## config.mk

```make
export PLATFORM = sky130hd
export DESIGN_NAME = reg32_serializer
export DESIGN_NICKNAME = d
export VERILOG_FILES = /design/src/rtl/reg32_ser_pkg.sv /design/src/rtl/reg32_ser_clkdiv.sv /design/src/rtl/reg32_serializer.sv
export SDC_FILE = /design/constraint.sdc
export NUM_CORES = 1
export LEC_CHECK = 0
export ABC_AREA = 1
export CORE_ASPECT_RATIO = 1.1
export CORE_MARGIN = 3
export CORE_UTILIZATION = 30
export CTS_CLUSTER_DIAMETER = 100
export DETAILED_ROUTE_END_ITERATION = 7
export SKIP_LAST_GASP = 1
export SLEW_MARGIN = 20
export SYNTH_ARGS = -nofsm -noshare
export SYNTH_HDL_FRONTEND = slang
export SYNTH_HIERARCHICAL = 1
export SYNTH_SLANG_ARGS = --single-unit
```

## constraint.sdc

```tcl
create_clock -name clock -period 2.7 [get_ports clock]
set_clock_uncertainty 0.2 [all_clocks]
set_input_delay 0.27 -clock clock [delete_from_list [all_inputs] [get_ports clock]]
set_output_delay 0.27 -clock clock [all_outputs]
set_load 0.02 [all_outputs]
```

## src/rtl/reg32_ser_pkg.sv

```systemverilog
// Shared definitions for the 32-bit register serializer.
// Optional parity bit selected by defining SER_PARITY_EN.
package reg32_ser_pkg;

   localparam int unsigned DATA_W       = 32;
   localparam int unsigned NBITS_PLAIN  = 32;
   localparam int unsigned NBITS_PARITY = 33;

`ifdef SER_PARITY_EN
   localparam int unsigned NBITS = NBITS_PARITY;
`else
   localparam int unsigned NBITS = NBITS_PLAIN;
`endif

   localparam int unsigned BITCNT_W = 6;
   localparam int unsigned DIVCNT_W = 8;

   typedef enum logic [2:0] {
      ST_IDLE,
      ST_SETUP,
      ST_SHIFT,
      ST_HOLD,
      ST_DONE
   } state_t;

`ifdef SER_PARITY_EN
   function automatic logic even_parity(input logic [DATA_W-1:0] i_data);
      return ^i_data;
   endfunction
`endif

endpackage

```

## src/rtl/reg32_ser_clkdiv.sv

```systemverilog
// Phase-tick generator: one-cycle tick every CLK_DIV enabled cycles.
// Counter restarts from zero whenever the enable drops.
module reg32_ser_clkdiv
   import reg32_ser_pkg::*;
#(
   parameter int unsigned CLK_DIV = 4
) (
   input  logic i_clock,
   input  logic i_resetn,
   input  logic i_en,
   output logic o_tick
);

   localparam logic [DIVCNT_W-1:0] DIV_LAST = DIVCNT_W'(CLK_DIV - 1);

   logic [DIVCNT_W-1:0] r_cnt;
   logic                w_last;

   assign w_last = (r_cnt == DIV_LAST);
   assign o_tick = i_en && w_last;

   always_ff @(posedge i_clock) begin
      if (!i_resetn || !i_en) begin
         r_cnt <= '0;
      end else if (w_last) begin
         r_cnt <= '0;
      end else begin
         r_cnt <= r_cnt + DIVCNT_W'(1);
      end
   end

endmodule

```

## src/rtl/reg32_serializer.sv

```systemverilog
// Serializes a latched 32-bit register MSB first over cs_n/sclk/sdo.
// Defining SER_PARITY_EN appends an even-parity bit after bit 0.
module reg32_serializer
   import reg32_ser_pkg::*;
#(
   parameter int unsigned CLK_DIV = 4
) (
   input  logic              clock,
   input  logic              resetn,
   input  logic [DATA_W-1:0] Q_in,
   input  logic              load,
   output logic              busy,
   output logic              done,
   output logic              cs_n,
   output logic              sclk,
   output logic              sdo
);

   localparam logic [BITCNT_W-1:0] BITS_LAST = BITCNT_W'(NBITS);

   state_t              r_state;
   logic [NBITS-1:0]    r_shift;
   logic [BITCNT_W-1:0] r_bitcnt;
   logic                r_busy;
   logic                r_done;
   logic                r_csn;
   logic                r_sclk;
   logic                r_sdo;

   logic                w_en;
   logic                w_tick;
   logic [NBITS-1:0]    w_frame;

`ifdef SER_PARITY_EN
   assign w_frame = {Q_in, even_parity(Q_in)};
`else
   assign w_frame = Q_in;
`endif

   assign w_en = (r_state == ST_SETUP) || (r_state == ST_SHIFT) || (r_state == ST_HOLD);

   reg32_ser_clkdiv #(
      .CLK_DIV (CLK_DIV)
   ) u_clkdiv (
      .i_clock  (clock),
      .i_resetn (resetn),
      .i_en     (w_en),
      .o_tick   (w_tick)
   );

   // sdo is reloaded only on the falling sclk phase, so it is stable across each high phase
   always_ff @(posedge clock) begin
      if (!resetn) begin
         r_state  <= ST_IDLE;
         r_shift  <= '0;
         r_bitcnt <= '0;
         r_busy   <= 1'b0;
         r_done   <= 1'b0;
         r_csn    <= 1'b1;
         r_sclk   <= 1'b0;
         r_sdo    <= 1'b0;
      end else begin
         r_done <= 1'b0;
         unique case (r_state)
            ST_IDLE: begin
               if (load) begin
                  r_state  <= ST_SETUP;
                  r_shift  <= w_frame;
                  r_bitcnt <= '0;
                  r_busy   <= 1'b1;
                  r_csn    <= 1'b0;
                  r_sdo    <= w_frame[NBITS-1];
               end
            end
            ST_SETUP: begin
               if (w_tick) begin
                  r_state <= ST_SHIFT;
                  r_sclk  <= 1'b1;
               end
            end
            ST_SHIFT: begin
               if (w_tick) begin
                  if (r_sclk) begin
                     r_sclk   <= 1'b0;
                     r_shift  <= {r_shift[NBITS-2:0], 1'b0};
                     r_sdo    <= r_shift[NBITS-2];
                     r_bitcnt <= r_bitcnt + BITCNT_W'(1);
                  end else if (r_bitcnt == BITS_LAST) begin
                     r_state <= ST_HOLD;
                  end else begin
                     r_sclk <= 1'b1;
                  end
               end
            end
            ST_HOLD: begin
               if (w_tick) begin
                  r_state <= ST_DONE;
                  r_done  <= 1'b1;
                  r_busy  <= 1'b0;
                  r_csn   <= 1'b1;
                  r_sdo   <= 1'b0;
               end
            end
            ST_DONE: begin
               r_state <= ST_IDLE;
            end
            default: begin
               r_state <= ST_IDLE;
            end
         endcase
      end
   end

   assign busy = r_busy;
   assign done = r_done;
   assign cs_n = r_csn;
   assign sclk = r_sclk;
   assign sdo  = r_sdo;

endmodule

```

==> run metrics <==
Post-DRT Antenna Nets=0; count of input and output buffers=39; pin count of the biggest net entering global routing=36; post-synthesis register bit count=53; Final Util=38.8%; worst r2r dst=r_shift[5]; final net count=480; CP Launch Type=flip-flop; Worst Tran Pin Value=473 ps; slowest stage delay, CP=380 ps; Final WS setup=335 ps; maximum clock insertion buffer count=2; Mapped Area=2720 sq um; hold endpoint=r_shift[11]; core footprint=8580 sq um; Min-Delay Path Depth=2; RSZ-0062 raised after global routing=no; run status=finished, final reports clean; Pwr Density=851 nW/um^2; CTS H-tree depth=2; most frequent cells in the layout=nand2_1, dfxtp_1, clkdlybuf4s50_1; Setup WS pre-CTS=177 ps; Post-Route Setup TNS=0 ps; synthesized instance count=405; initial antenna violation count=0; overall die width=96.7 microns; Mean Syn Cell Area=6.71 sq um; min-delay src=r_shift[11]; power share of the clock group=20.0%; leakage power total=1.42 nW; via/cell ratio=4.56; Fill cells=928; worst path bufs/invs=3; via count=2528; die area=10200 sq um; CTS Sinks=53; clock insertion delay at the later pin of the skew report=300 ps; Synth area leaders=dfxtp_1, nand2_1, a21oi_1; WP depth=12; # IOs=40; Row Count=35; DRT iter0 DRCs=109; data required time at the worst endpoint=2700 ps; CP arrival=2370 ps; sequential power share=39.7%; FMAX=423 MHz; global-route wire length before repair=10700 microns; combinational cell fraction of total power=40.3%; Ant. Diodes=0; final setup fails=0; R2R setup slack=330 ps; Netlist cell types=29; Max Transition Viols Final=0; clk slew on worst S/H paths=100 ps; CTS Buf Count=5; chip height=106 microns; critical-path cell list=nor2_4, nand2_2, nand2_1, inv_1, nand2_1, nor3b_1, inv_1, nand3_2, nand3_4, buf_4, nand2_1, a21oi_1; wire per inst=11.2 microns; max_cap viols=0; Crit Path Max Fanout=18; relative slew slack=68.4%; Root Driver=clkbuf_8; drt first pass iters=4; Worst Setup End Kind=flip-flop; share of cells above drive strength 1=11.5%; period utilization=87.6%; crit path kind=flip-flop to flip-flop; syn nets=443; biggest area consumer among synthesized cells=dfxtp_1; VDD IR max=0.294 mV; vias in the first global route=2372; Final Hold Viols=0; cell mode on critical path=nand2_1; GRT Total Usage=12.4%; Routed WL=6180 microns; post-synth top area share=39.1%; Top delay family on crit path=simple AND/OR/NAND/NOR gates; CP max stage cell=dfxtp_1; NetSw=1.12 mW; cell-internal power=1.72 mW; initial core utilization=31.6%; Seq/Total Area, Yosys=39.1%; Ys Warns=6; synthesis-to-layout area growth=22.6%; switch share=39.3%; minimum clock period=2370 ps; RePlAce Congestion=0.850; GR Overflow Total=0; Hold Slack=257 ps; reg2reg path depth=12; most common cell after layout, fill and taps aside=nand2_1; worst r2r src=r_state[0]; CTS tree=built; HP Class=flip-flop to flip-flop; post-detail-place hpwl=4360 microns; # DRC=0
[worst max path at each step]
stage	start	endpoint	slack [ps]
after detailed placement	r_state[0]	r_shift[5]	180
after floorplan	r_state[0]	r_shift[2]	490
after CTS	r_state[0]	r_shift[9]	160
final	r_state[0]	r_shift[5]	330
after global placement	r_state[1]	r_shift[10]	270
after global routing	r_state[0]	r_shift[0]	140
[power groups by stage]
stage               Sequential (mW)  Clock, mW  Combinational, mW
floorplan                      1.12          0              0.911
global placement               1.13          0               1.13
detailed placement             1.14          0               1.14
CTS                            1.12      0.585               1.14
global route                   1.15      0.619               1.31
finish                         1.12      0.567               1.14
[registers in the layout, summed over array words and instances, names as in the netlist]
name            flops
cs_n                1
r_bitcnt            6
r_state             3
done                1
sclk                1
busy                1
u_clkdiv/r_cnt      8
r_shift            31
sdo                 1
[Yosys cell counts (all sizes together)]
master  number
nand2      183
dfxtp       53
a21oi       35
nor2        34
inv         27
nand3       25
buf         15
o21ai       11
o21bai       5
clkbuf       3
ha           3
nand3b       2
nand4        2
nor3         2
xor2         2
nor3b        1
o211ai       1
xnor2        1
[worst register-to-register path: cells and delay by family, from the launching register on]
family | cells | cell delay, ps
buf+inv | 3 | 480
flops | 1 | 380
compound gates | 1 | 60
simple gates | 8 | 1150
[logic make-up after synthesis]
kind of cell	after synthesis	synth area share (%)
AO/OA/AOI/OAI	52	12.1
XOR/XNOR	3	0.967
adder cells (fa/ha/maj)	3	1.38
buffers and inverters	45	7.78
flip-flops	53	39.1
AND/OR/NAND/NOR	249	38.7
[timing repair]
item	CTS	global route
endpoints found under the setup margin	0	22
gates resized for setup	0	1
hold endpoints to repair	0	0
hold buffers	0	0
setup buffers	0	0
[per-stage QoR]
step	power, mW	cell area [sq um]	cells
floorplan	2.03	2720	405
global placement	2.26	3200	546
detailed placement	2.28	3200	546
CTS	2.85	3320	554
global route	3.08	3330	554
finish	2.83	3330	554
[final cells by class]
cell class                      instances  area (sq um)  area share, %
Inverter                               27           101           3.04
Timing Repair Buffer                   48           458           13.7
Clock inverter                          2          37.5           1.13
Clock buffer                            6          82.6           2.48
Sequential cell                        53          1060           31.9
Tap cell                              111           139           4.17
Multi-Input combinational cell        307          1450           43.6
[metal layers]
layer  wire, microns  GRT usage (%)
met4              81           4.21
met1            2930           15.6
met5               0              0
met3             171           2.32
met2            3000           21.2
No activity file was read; power rests on OpenSTA's default activity.
